<file path="src/rtl/battleship_pkg.sv">
// Shared types, constants and cell helpers for the battleship attack logic.
// Contents: cell code enum, resolver state enum, board geometry constants,
// turn timeout length, LFSR taps/seed and small board access helpers.
package battleship_pkg;

  localparam int BOARD_N       = 5;
  localparam int CELLS         = 25;
  localparam int TIMEOUT_TICKS = 10;

  // x^5 + x^3 + 1 : feedback taken from bits 4 and 2 of a left-shifting register
  localparam logic [4:0] LFSR_TAPS = 5'b10100;
  localparam logic [4:0] LFSR_SEED = 5'b00001;

  typedef enum logic [1:0] {
    EMPTY = 2'b00,
    SHIP  = 2'b01,
    MISS  = 2'b10,
    HIT   = 2'b11
  } cell_t;

  typedef enum logic [2:0] {
    IDLE,
    WAIT_P,
    RES_P,
    PICK_PC,
    RES_PC,
    DONE
  } state_t;

  function automatic cell_t cell_at(input logic [49:0] b, input logic [4:0] k);
    logic [49:0] s;
    s = b >> {k, 1'b0};
    return cell_t'(s[1:0]);
  endfunction

  function automatic logic [49:0] set_cell(input logic [49:0] b, input logic [4:0] k,
                                           input cell_t c);
    logic [49:0] m;
    logic [49:0] v;
    m = 50'd3 << {k, 1'b0};
    v = {48'd0, c} << {k, 1'b0};
    return (b & ~m) | v;
  endfunction

  // MISS and HIT both have the upper bit set
  function automatic logic is_shot(input cell_t c);
    return c[1];
  endfunction

  function automatic cell_t resolve(input cell_t c);
    case (c)
      SHIP:    return HIT;
      EMPTY:   return MISS;
      default: return c;
    endcase
  endfunction

endpackage

</file>
<file path="src/rtl/attack_resolver_if.sv">
// Bus between the game controller and attack_resolver.
// master: game side (drives load, boards in, turns, fire, cursor, tick).
// slave : resolver side (drives resolved boards, ship counts and pulses).
interface attack_resolver_if;
  logic        load;
  logic [49:0] board_player_in;
  logic [49:0] board_pc_in;
  logic        player_turn;
  logic        pc_turn;
  logic        player_move;
  logic [2:0]  i_actual;
  logic [2:0]  j_actual;
  logic        tick;
  logic [49:0] board_player;
  logic [49:0] board_pc;
  logic [4:0]  player_ships;
  logic [4:0]  pc_ships;
  logic        shot_hit;
  logic        turn_done;
  logic        time_expired;

  modport master (
    output load, board_player_in, board_pc_in, player_turn, pc_turn, player_move,
           i_actual, j_actual, tick,
    input  board_player, board_pc, player_ships, pc_ships, shot_hit, turn_done,
           time_expired
  );

  modport slave (
    input  load, board_player_in, board_pc_in, player_turn, pc_turn, player_move,
           i_actual, j_actual, tick,
    output board_player, board_pc, player_ships, pc_ships, shot_hit, turn_done,
           time_expired
  );
endinterface

</file>
<file path="src/rtl/ship_counter.sv">
// Combinational count of SHIP cells on a 25-cell board.
// Ports: board (50-bit, 2 bits per cell) in, count (0..25) out.
module ship_counter
  import battleship_pkg::*;
(
  input  logic [49:0] board,
  output logic [4:0]  count
);

  always_comb begin
    count = '0;
    for (int k = 0; k < CELLS; k++) begin
      if (board[2*k +: 2] == SHIP) count = count + 5'd1;
    end
  end

endmodule

</file>
<file path="src/rtl/attack_resolver.sv">
// Resolves player and computer shots on two 5x5 battleship boards.
// Ports: clk, rst (async active-low), bus (attack_resolver_if.slave).
// Optional: TURN_TIMEOUT_EN adds an automatic player fire after TIMEOUT_TICKS
// ticks of inactivity in WAIT_P; without it time_expired is 0 and tick is unused.
//
// state   | meaning
// IDLE    | waiting for a turn request
// WAIT_P  | player turn, waiting for a fire edge
// RES_P   | resolve the player shot on the pc board
// PICK_PC | probe for an unshot cell on the player board
// RES_PC  | resolve the computer shot on the player board
// DONE    | turn finished, wait for both turn levels to drop
module attack_resolver
  import battleship_pkg::*;
(
  input logic clk,
  input logic rst,
  attack_resolver_if.slave bus
);

  state_t      state, state_next;
  logic [49:0] board_player, board_pc;
  logic [4:0]  player_ships, pc_ships;
  logic [4:0]  player_cnt, pc_cnt;
  logic [4:0]  idx, idx_next;
  logic [4:0]  probe, probe_next;
  logic [4:0]  lfsr;
  logic [4:0]  cur_idx;
  logic        move_q, move_rise, in_range;
  logic        wr_player, wr_pc, hit_next, done_next;
  logic        shot_hit, turn_done;
  cell_t       cell_pc, cell_pl;
`ifdef TURN_TIMEOUT_EN
  logic [3:0]  tick_cnt, tick_next;
  logic        expire_next, time_expired;
`endif

  ship_counter u_cnt_player (.board(bus.board_player_in), .count(player_cnt));
  ship_counter u_cnt_pc     (.board(bus.board_pc_in),     .count(pc_cnt));

  assign move_rise = bus.player_move & ~move_q;
  assign in_range  = (bus.i_actual < 3'(BOARD_N)) && (bus.j_actual < 3'(BOARD_N));
  assign cur_idx   = 5'(bus.i_actual) * 5'(BOARD_N) + 5'(bus.j_actual);
  assign cell_pc   = cell_at(board_pc, idx);
  assign cell_pl   = cell_at(board_player, idx);

  // LFSR and fire edge detector run every cycle regardless of load
  always_ff @(posedge clk or negedge rst) begin
    if (!rst) begin
      lfsr   <= LFSR_SEED;
      move_q <= 1'b0;
    end else begin
      lfsr   <= {lfsr[3:0], ^(lfsr & LFSR_TAPS)};
      move_q <= bus.player_move;
    end
  end

  always_ff @(posedge clk or negedge rst) begin
    if (!rst)          state <= IDLE;
    else if (bus.load) state <= IDLE;
    else               state <= state_next;
  end

  always_comb begin
    state_next = state;
    idx_next   = idx;
    probe_next = probe;
    wr_player  = 1'b0;
    wr_pc      = 1'b0;
    hit_next   = 1'b0;
    done_next  = 1'b0;
`ifdef TURN_TIMEOUT_EN
    tick_next   = tick_cnt;
    expire_next = 1'b0;
`endif
    case (state)
      IDLE: begin
        if (bus.player_turn) begin
          state_next = WAIT_P;
`ifdef TURN_TIMEOUT_EN
          tick_next = 4'(TIMEOUT_TICKS);
`endif
        end else if (bus.pc_turn) begin
          state_next = PICK_PC;
          idx_next   = (lfsr < 5'(CELLS)) ? lfsr : lfsr - 5'(CELLS);
          probe_next = '0;
        end
      end
      WAIT_P: begin
        if (move_rise && in_range) begin
          state_next = RES_P;
          idx_next   = cur_idx;
        end
`ifdef TURN_TIMEOUT_EN
        // down-counter: the tick that reaches terminal count fires the shot
        else if (bus.tick) begin
          if (tick_cnt == 4'd1) begin
            state_next  = RES_P;
            idx_next    = in_range ? cur_idx : 5'd0;
            expire_next = 1'b1;
          end else begin
            tick_next = tick_cnt - 4'd1;
          end
        end
`endif
      end
      RES_P: begin
        if (is_shot(cell_pc)) begin
          // repeated shot: player must fire again, no turn end
          state_next = WAIT_P;
`ifdef TURN_TIMEOUT_EN
          tick_next = 4'(TIMEOUT_TICKS);
`endif
        end else begin
          wr_pc      = 1'b1;
          hit_next   = (cell_pc == SHIP);
          done_next  = 1'b1;
          state_next = DONE;
        end
      end
      PICK_PC: begin
        if (is_shot(cell_pl)) begin
          if (probe == 5'(CELLS - 1)) begin
            state_next = DONE;
            done_next  = 1'b1;
          end else begin
            idx_next   = (idx == 5'(CELLS - 1)) ? 5'd0 : idx + 5'd1;
            probe_next = probe + 5'd1;
          end
        end else begin
          state_next = RES_PC;
        end
      end
      RES_PC: begin
        wr_player  = !is_shot(cell_pl);
        hit_next   = (cell_pl == SHIP);
        done_next  = 1'b1;
        state_next = DONE;
      end
      DONE: begin
        if (!bus.player_turn && !bus.pc_turn) state_next = IDLE;
      end
      default: state_next = IDLE;
    endcase
  end

  always_ff @(posedge clk or negedge rst) begin
    if (!rst) begin
      board_player <= '0;
      board_pc     <= '0;
      player_ships <= '0;
      pc_ships     <= '0;
      idx          <= '0;
      probe        <= '0;
      shot_hit     <= 1'b0;
      turn_done    <= 1'b0;
    end else if (bus.load) begin
      board_player <= bus.board_player_in;
      board_pc     <= bus.board_pc_in;
      player_ships <= player_cnt;
      pc_ships     <= pc_cnt;
      idx          <= '0;
      probe        <= '0;
      shot_hit     <= 1'b0;
      turn_done    <= 1'b0;
    end else begin
      idx       <= idx_next;
      probe     <= probe_next;
      shot_hit  <= hit_next;
      turn_done <= done_next;
      if (wr_pc) begin
        board_pc <= set_cell(board_pc, idx, resolve(cell_pc));
        if (hit_next && pc_ships != 5'd0) pc_ships <= pc_ships - 5'd1;
      end
      if (wr_player) begin
        board_player <= set_cell(board_player, idx, resolve(cell_pl));
        if (hit_next && player_ships != 5'd0) player_ships <= player_ships - 5'd1;
      end
    end
  end

`ifdef TURN_TIMEOUT_EN
  always_ff @(posedge clk or negedge rst) begin
    if (!rst) begin
      tick_cnt     <= 4'(TIMEOUT_TICKS);
      time_expired <= 1'b0;
    end else if (bus.load) begin
      tick_cnt     <= 4'(TIMEOUT_TICKS);
      time_expired <= 1'b0;
    end else begin
      tick_cnt     <= tick_next;
      time_expired <= expire_next;
    end
  end
  assign bus.time_expired = time_expired;
`else
  logic unused_tick;
  assign unused_tick      = bus.tick;
  assign bus.time_expired = 1'b0;
`endif

  assign bus.board_player = board_player;
  assign bus.board_pc     = board_pc;
  assign bus.player_ships = player_ships;
  assign bus.pc_ships     = pc_ships;
  assign bus.shot_hit     = shot_hit;
  assign bus.turn_done    = turn_done;

endmodule

</file>
<file path="src/flat_wrapper.sv">
// flat-port wrapper written by rule: the top's interface ports become plain ports
module attack_resolver_flat import battleship_pkg::*;
  (clk, rst, bus_load, bus_board_player_in, bus_board_pc_in, bus_player_turn, bus_pc_turn, bus_player_move, bus_i_actual, bus_j_actual, bus_tick, bus_board_player, bus_board_pc, bus_player_ships, bus_pc_ships, bus_shot_hit, bus_turn_done, bus_time_expired);
  attack_resolver_if bus_i ();
  input logic clk;
  input logic rst;
  input wire logic [$bits(bus_i.load)-1:0] bus_load;
  input wire logic [$bits(bus_i.board_player_in)-1:0] bus_board_player_in;
  input wire logic [$bits(bus_i.board_pc_in)-1:0] bus_board_pc_in;
  input wire logic [$bits(bus_i.player_turn)-1:0] bus_player_turn;
  input wire logic [$bits(bus_i.pc_turn)-1:0] bus_pc_turn;
  input wire logic [$bits(bus_i.player_move)-1:0] bus_player_move;
  input wire logic [$bits(bus_i.i_actual)-1:0] bus_i_actual;
  input wire logic [$bits(bus_i.j_actual)-1:0] bus_j_actual;
  input wire logic [$bits(bus_i.tick)-1:0] bus_tick;
  output wire logic [$bits(bus_i.board_player)-1:0] bus_board_player;
  output wire logic [$bits(bus_i.board_pc)-1:0] bus_board_pc;
  output wire logic [$bits(bus_i.player_ships)-1:0] bus_player_ships;
  output wire logic [$bits(bus_i.pc_ships)-1:0] bus_pc_ships;
  output wire logic [$bits(bus_i.shot_hit)-1:0] bus_shot_hit;
  output wire logic [$bits(bus_i.turn_done)-1:0] bus_turn_done;
  output wire logic [$bits(bus_i.time_expired)-1:0] bus_time_expired;
  assign bus_i.load = bus_load;
  assign bus_i.board_player_in = bus_board_player_in;
  assign bus_i.board_pc_in = bus_board_pc_in;
  assign bus_i.player_turn = bus_player_turn;
  assign bus_i.pc_turn = bus_pc_turn;
  assign bus_i.player_move = bus_player_move;
  assign bus_i.i_actual = bus_i_actual;
  assign bus_i.j_actual = bus_j_actual;
  assign bus_i.tick = bus_tick;
  assign bus_board_player = bus_i.board_player;
  assign bus_board_pc = bus_i.board_pc;
  assign bus_player_ships = bus_i.player_ships;
  assign bus_pc_ships = bus_i.pc_ships;
  assign bus_shot_hit = bus_i.shot_hit;
  assign bus_turn_done = bus_i.turn_done;
  assign bus_time_expired = bus_i.time_expired;
  attack_resolver u_core (.clk(clk), .rst(rst), .bus(bus_i));
endmodule
</file>
<file path="config.mk">
export PLATFORM = sky130hd
export DESIGN_NAME = attack_resolver_flat
export DESIGN_NICKNAME = d
export VERILOG_FILES = /design/src/rtl/battleship_pkg.sv /design/src/rtl/attack_resolver_if.sv /design/src/rtl/ship_counter.sv /design/src/rtl/attack_resolver.sv /design/src/flat_wrapper.sv
export SDC_FILE = /design/constraint.sdc
export NUM_CORES = 1
export LEC_CHECK = 0
export ABC_CLOCK_PERIOD_IN_PS = 4100
export BUFFER_PORTS_ARGS = -buffer_cell sky130_fd_sc_hd__buf_2
export CAP_MARGIN = 20
export CELL_PAD_IN_SITES_DETAIL_PLACEMENT = 1
export CELL_PAD_IN_SITES_GLOBAL_PLACEMENT = 1
export CORE_MARGIN = 1.5
export CORE_UTILIZATION = 40
export CTS_CLUSTER_DIAMETER = 40
export DETAILED_ROUTE_END_ITERATION = 10
export MAX_ROUTING_LAYER = met4
export PLACE_DENSITY = 0.77
export SETUP_SLACK_MARGIN = 0.5
export SLEW_MARGIN = 20
export SYNTH_ARGS = -nofsm -noshare
export SYNTH_HDL_FRONTEND = slang
export SYNTH_SLANG_ARGS = --single-unit
</file>
<file path="constraint.sdc">
create_clock -name clk -period 4.1 [get_ports clk]
set_input_delay 0 -clock clk [delete_from_list [all_inputs] [get_ports clk]]
set_output_delay 0 -clock clk [all_outputs]
set_load 0.05 [all_outputs]
</file>
==> impl_metrics.py, run 1 <==
metrics = {
    "sta": {
        "timing.final.hold_violations": 0,
        "timing.fmax_mhz": 85.85,
        "worst-slew-pin-transition_ns": 1.030,
        "rsz0062_at_grt": "true",
        "worst_slew_slack_as_a_fraction_of_its_limit_pct": 31.31,
        "fin_crit_ns": 11.65,
        "worst_hold_slack_ns": 0.02629,
        "worst_setup_margin_ns": -7.548,
        "report.final.setup_viol": 8,
        "slew_violations": 0,
        "fin_skew_ns": 0.01561,
        "min_period_over_period_pct": 284.1,
    },
    "run_status": {
        "run_status": "finished, violations left",
        "violations": "setup timing",
    },
    "place": {
        "preCtsSetupSlack_ns": -7.796,
        "port_bufs": 223,
        "dp.cells": 2778,
        "gpl.final_weighted_congestion": 0.9216,
        "dp_hpwl_um": 48420,
    },
    "logic_synthesis": {
        "synthesis.area_um2": 14460,
        "synth_enable_flop_cells": 0,
        "postSynthAreaPerCell_um2": 8.207,
        "synth-warning-count": 0,
        "yosysTopAreaCell": "sky130_fd_sc_hd__dfrtp_1",
        "yosysUniqueCellTypes": 89,
        "synth_seq_cells": 131,
        "synth_fp_nets": 1946,
        "synthesis.instances": 1762,
        "postSynth.asyncResetShare_pct": 100.0,
        "synth_top_cells_by_area": "sky130_fd_sc_hd__dfrtp_1, sky130_fd_sc_hd__xnor2_1, sky130_fd_sc_hd__nand2_1",
        "synth_top_area_share_pct": 22.50,
        "most_used_dff_post_synth": "sky130_fd_sc_hd__dfrtp_1",
        "synth.yosys.seq_area_share_pct": 22.68,
    },
    "power": {
        "clockPowerShare_pct": 9.9,
        "internal-power_mw": 8.876,
        "leakage_nw": 10.30,
        "pwr-share-comb_pct": 79.3,
        "max-vdd-ir-drop_uv": 667.2,
        "power_switching_share_pct": 47.69,
        "pwr_density_cell_nw_per_um2": 751.4,
        "fin_total_pwr_mw": 16.97,
        "power.sequential.fraction_pct": 10.8,
        "total_switching_power_mw": 8.093,
    },
    "worst_setup_path": {
        "end_kind": "flop",
        "crit-reg2reg-launch": "u_core.idx[1]$_DFFE_PN0P_",
        "critPathMostFrequentCell": "sky130_fd_sc_hd__ha_1",
        "startpoint_kind_of_the_worst_setup_timing_path": "input port",
        "timing_worst_setup_path_type": "input port to flop",
        "cp_slowest_stage_delay_ns": 0.42,
        "timing.critical_path.slowest_stage_cell": "sky130_fd_sc_hd__nor3_1",
        "worstPathArrival_ns": 12.03,
        "critical_path_required_ns": 4.48,
        "startpoint": "bus_board_player_in[2]",
        "worst-path-max-fanout": 3,
        "worst_r2r_path_depth": 16,
    },
    "run": {
        "timing.max_cap.violations": 0,
    },
    "global_routing": {
        "globalRouteOverflowTotal": 0,
        "grt_first_pass_wirelength_um": 109100,
        "grt_start_max_net_pins": 127,
        "grt_pass1_vias": 19300,
        "grtUsageTotal_pct": 39.06,
        "antenna_found_initial": 0,
    },
    "clock_tree": {
        "clk_transition_reported_paths_ns": 0.06,
        "clock_sinks": 131,
        "cts_max_level": 4,
        "worst_skew_pair.late_latency_ns": 0.46,
        "maximum_number_of_buffers_from_clock_root_to_sink": 2,
        "cts_tree": "built",
        "cts_buffers": 17,
        "cts_root_buf": "sky130_fd_sc_hd__clkbuf_16",
    },
    "final_layout": {
        "area_delta_synth_final_pct": 56.17,
        "diodes": 0,
        "num-nets-final": 2721,
        "layout_cells_sized_above_1_pct": 39.80,
        "layout_commonest_cell": "sky130_fd_sc_hd__buf_4",
        "regArea_um2": 3284,
        "final_non_filler_cell_total": 3011,
        "final_cell_mix": "sky130_fd_sc_hd__buf_4, sky130_fd_sc_hd__nand2_1, sky130_fd_sc_hd__buf_2",
        "multi_input_comb_area_um2": 11560,
        "fill_cells": 4194,
    },
    "hold_path": {
        "worstHoldStart": "bus_pc_turn",
        "hold_path.class": "input port to flop",
        "holdPathStages": 3,
    },
    "floorplan": {
        "die-height_um": 193.1,
        "io-pin-count": 226,
        "initial_core_util_pct": 40.65,
        "core_region_area_um2": 35570,
        "die-width_um": 193.1,
        "site_row_count": 69,
        "die_ar_um2": 37300,
    },
    "routing": {
        "final_antenna_net_count": 0,
        "via_count": 18100,
        "drt_wl_total_um": 75840,
        "routed_via_density": 6.012,
        "drcViolationCount": 0,
        "wl_per_cell_um": 25.19,
        "first_iter_violations": 1342,
        "drt_pre_antenna_iters": 5,
    },
}
==> registers in the layout (all words and copies together) (netlist names) <==
| name | flops |
|---|---|
| u_core.probe | 5 |
| u_core.bus.pc_ships | 5 |
| u_core.bus.player_ships | 5 |
| u_core.bus.board_pc | 50 |
| u_core.bus.board_player | 50 |
| u_core.bus.shot_hit | 1 |
| u_core.idx | 5 |
| u_core.bus.turn_done | 1 |
| u_core.move_q | 1 |
| u_core.lfsr | 5 |
| u_core.state | 3 |
==> timing repair <==
item | CTS | global route
setup buffers | 54 | 44
hold endpoints to repair | 199 | 0
setup endpoints to repair | 49 | 53
pin swaps | 89 | 82
hold buffers | 102 | 0
gates resized for setup | 86 | 86
cloned | 0 | 1
==> logic make-up (layout without fill, tap and decap cells) <==
logic type      after synthesis  in the layout  share of synthesized area [%]
simple gates                644            644                          21.86
compound gates              467            467                          20.64
xor+xnor                    229            229                          17.58
buf+inv                     157            945                          4.240
flops                       131            131                          22.68
fa+ha+maj                    72             72                          6.265
mux                          61             61                          6.715
other cells                   1              1                        0.02593
==> synth_stat cells (all sizes together), types with 6 or more instances <==
cell      n
nand2   255
o21ai   151
ha       70
nand2b   41
nand3    25
inv      57
a211oi   12
a221oi    7
o22ai    13
nor2b    57
xnor2   143
mux2      8
nand4     6
mux4     28
o31ai    17
or3       7
xor2     65
a21o      7
a32oi    15
a211o     6
nor2    118
dfrtp   130
a41oi     6
nor3b    12
and2     35
mux2i    25
nor3     31
clkbuf   85
xnor3    21
a21oi    93
a31oi    22
and3      9
nand3b   21
o21a      7
buf      15
a22oi    64
==> path summary, 6_finish.rpt <==
| kind | endpoint | slack (ns) |
|---|---|---|
| min reg2reg | u_core.lfsr[1]$_DFF_PN0_ | 0.45 |
| max in group asynchronous | u_core.lfsr[0]$_DFF_PN1_ | 2.68 |
| min | u_core.state[2]$_DFFE_PN0P_ | 0.03 |
| max | u_core.bus.player_ships[4]$_DFFE_PN0P_ | -7.55 |
| max reg2reg | u_core.bus.pc_ships[3]$_DFFE_PN0P_ | 0.18 |
| min in group asynchronous | u_core.bus.board_pc[3]$_DFFE_PN0P_ | 0.25 |
==> critical path: cells and delay by family <==
kind | cells | cell delay, ns
AO/OA/AOI/OAI | 16 | 2.88
adder cells (fa/ha/maj) | 10 | 2.76
AND/OR/NAND/NOR | 15 | 2.73
XOR/XNOR | 11 | 1.96
buffers and inverters | 8 | 0.95
multiplexers | 3 | 0.69
==> metrics by stage <==
stage                     cell area [µm²]  util (%)  TNS [ns]
final                               22580     63.49    -59.03
after global routing                22580     63.49    -62.87
after CTS                           21850     61.43    -53.89
after detailed placement            19400     54.54    -61.31
after global placement              19400     54.54    -56.80
after floorplan                     14810         -    -52.02
==> power groups by stage <==
stage	combinational, mW	clock (mW)	sequential, mW
after floorplan	6.05	0	2.17
after global placement	10.2	0	1.81
after detailed placement	10.7	0	1.83
after CTS	11.7	1.67	1.81
after global routing	14.1	1.72	1.86
final	13.5	1.68	1.84
==> layout make-up <==
class                           count  area share (%)
Clock buffer                       20           2.067
Inverter                           57          0.9475
Sequential cell                   131           14.54
Timing Repair Buffer              856           28.03
Tap cell                          461           2.554
Multi-Input combinational cell   1474           51.17
Clock inverter                     12          0.6815
==> metal layers <==
layer	up-vias	share of wire, %	global-route usage (%)
met3	339	7.2	5.484
met1	8982	38	45.75
met5	-	0	-
met2	942	49	65.43
met4	0	6.1	19.79
li1	7840	-	-
No activity file was read; power rests on OpenSTA's default activity.
==> inputs of run 2 (changes only) <==
--- a/config.mk
+++ b/config.mk
@@ -14,7 +14,6 @@
 export CORE_UTILIZATION = 40
 export CTS_CLUSTER_DIAMETER = 40
 export DETAILED_ROUTE_END_ITERATION = 10
-export MAX_ROUTING_LAYER = met4
 export PLACE_DENSITY = 0.77
 export SETUP_SLACK_MARGIN = 0.5
 export SLEW_MARGIN = 20
==> run 2 against run 1 <==
  * The run still ends with setup timing left
  * Register-to-register slack better by 0.07 ns
  * Flip-flop and latch count unchanged
  * Clock skew down 0.0026 ns
  * Critical path depth up 10
  * Critical endpoint unchanged
  * Highest routed layer is now met5
  * Cell count down 0.40%
==> impl_metrics.py, run 2 (synthesis gave the netlist of run 1 again) <==
metrics = {
    "floorplan": {
        "die-height_um": 193.1,
        "die-width_um": 193.1,
        "site_row_count": 69,
        "core_region_area_um2": 35570,
        "initial_core_util_pct": 40.65,
        "die_ar_um2": 37300,
        "io-pin-count": 226,
    },
    "final_layout": {
        "final_cell_mix": "sky130_fd_sc_hd__buf_4, sky130_fd_sc_hd__nand2_1, sky130_fd_sc_hd__buf_2",
        "finish.utilization_pct": 63.80,
        "num-nets-final": 2709,
        "biggestRegsByFlops": "u_core.bus.board_pc: 50 flops, u_core.bus.board_player: 50 flops",
        "layout_cells_sized_above_1_pct": 40.74,
        "final_non_filler_cell_total": 2999,
        "area_delta_synth_final_pct": 56.93,
        "layout_commonest_cell": "sky130_fd_sc_hd__buf_4",
        "area_of_all_placed_cells_without_fillers_um2": 22690,
        "diodes": 0,
    },
    "worst_setup_path": {
        "cp_slowest_stage_delay_ns": 0.50,
        "timing.critical_path.slowest_stage_cell": "sky130_fd_sc_hd__or4_1",
        "worstPathArrival_ns": 12.38,
        "end_kind": "flop",
        "worst-path-max-fanout": 3,
        "timing_worst_setup_path_type": "input port to flop",
        "critical_path_required_ns": 4.47,
        "startpoint_kind_of_the_worst_setup_timing_path": "input port",
    },
    "global_routing": {
        "globalRouteOverflowTotal": 0,
        "grt_pass1_vias": 19510,
        "grt_first_pass_wirelength_um": 111400,
        "grtUsageTotal_pct": 39.07,
        "grt_start_max_net_pins": 126,
        "antenna_found_initial": 3,
    },
    "power": {
        "leakage_nw": 10.31,
        "fin_total_pwr_mw": 17.27,
        "pwr_density_cell_nw_per_um2": 760.9,
        "max-vdd-ir-drop_uv": 763.5,
    },
    "sta": {
        "rsz0062_at_grt": "true",
        "worst-slew-pin-transition_ns": 1.082,
        "worst_hold_slack_ns": 0.001431,
        "fin_skew_ns": 0.01296,
        "worst_setup_margin_ns": -7.912,
        "timing.final.hold_violations": 0,
        "report.final.setup_viol": 9,
        "timing.fmax_mhz": 83.25,
        "worst_slew_slack_as_a_fraction_of_its_limit_pct": 27.89,
        "slew_violations": 0,
        "finalSetupTns_ns": -58.78,
        "min_period_over_period_pct": 293.0,
        "fin_crit_ns": 12.01,
    },
    "place": {
        "preCtsSetupSlack_ns": -7.937,
        "dp_hpwl_um": 48700,
        "post_dp_cell_area_um2": 19440,
        "gpl.final_weighted_congestion": 0.9142,
        "port_bufs": 223,
        "dp.cells": 2784,
    },
    "clock_tree": {
        "worst_skew_pair.late_latency_ns": 0.44,
        "cts_root_buf": "sky130_fd_sc_hd__clkbuf_16",
        "maximum_number_of_buffers_from_clock_root_to_sink": 2,
        "cts_buffers": 17,
        "cts_max_level": 4,
        "clock_sinks": 131,
        "clk_transition_reported_paths_ns": 0.07,
        "cts_tree": "built",
    },
    "hold_path": {
        "hold_path.class": "input port to flop",
    },
    "routing": {
        "routed_via_density": 6.137,
        "drt_pre_antenna_iters": 6,
        "final_antenna_net_count": 0,
        "wl_per_cell_um": 26.28,
        "drt_wl_total_um": 78830,
        "via_count": 18400,
        "drcViolationCount": 0,
        "first_iter_violations": 1523,
    },
    "run_status": {
        "run_status": "finished, violations left",
        "violations": "setup timing",
    },
    "run": {
        "timing.max_cap.violations": 0,
    },
}
==> run 2: changes by cell type in the layout (fill, tap and decap cells not counted), sizes merged <==
cell         before  now
clkbuf           22   20
inv              58   59
buf             752  746
dlygate4sd3     102   98
bufinv            3    2
==> run 2: worst max-delay path, delay by kind of cell <==
family / cells / cell delay, ns
simple gates: 23 / 3.74
fa+ha+maj: 10 / 2.65
compound gates: 17 / 2.24
xor+xnor: 10 / 1.92
buf+inv: 9 / 0.98
mux: 4 / 0.79
==> run 2: path summary, 6_finish.rpt <==
| path | end | startpoint | slack [ns] | cells after the start |
|---|---|---|---|---|
| max | u_core.bus.player_ships[4]$_DFFE_PN0P_ | bus_board_player_in[0] | -7.91 | 73 |
| max reg2reg | u_core.bus.pc_ships[4]$_DFFE_PN0P_ | u_core.idx[1]$_DFFE_PN0P_ | 0.25 | 12 |
| min in group asynchronous | u_core.bus.board_pc[5]$_DFFE_PN0P_ | rst | 0.24 | 2 |
| min | u_core.bus.board_pc[5]$_DFFE_PN0P_ | bus_board_pc_in[5] | 0.001 | 4 |
| max in group asynchronous | u_core.idx[1]$_DFFE_PN0P_ | rst | 2.68 | 3 |
| min reg2reg | u_core.lfsr[1]$_DFF_PN0_ | u_core.lfsr[0]$_DFF_PN1_ | 0.45 | 0 |
==> run 2: area by class of cell <==
class / instances / area [µm²]
Fill cell: 4164 / 12880
Multi-Input combinational cell: 1474 / 11780
Timing Repair Buffer: 844 / 6247
Sequential cell: 131 / 3282
Tap cell: 461 / 576.8
Clock buffer: 20 / 466.7
Inverter: 57 / 214.0
Clock inverter: 12 / 128.9
==> run 2: repair_timing <==
action | 4_1_cts | 5_1_grt
resized for setup | 100 | 111
pin swaps | 111 | 89
setup endpoints to repair | 35 | 47
hold buffers | 98 | 0
hold endpoints to repair | 195 | 0
buffers inserted | 61 | 24
==> run 2: layer usage <==
layer	global-route usage, %	vias to the layer above	share of wire, %
met4	23.31	6	7.4
li1	-	7817	-
met5	0	-	0.042
met2	68.04	1093	48
met1	44.66	9048	36
met3	6.986	440	8.4
==> run 2: power breakdown <==
part           internal [mW]  switching (mW)  total, mW
clock                  0.944           0.657       1.60
sequential              1.49           0.336       1.82
combinational           6.48            7.37       13.8
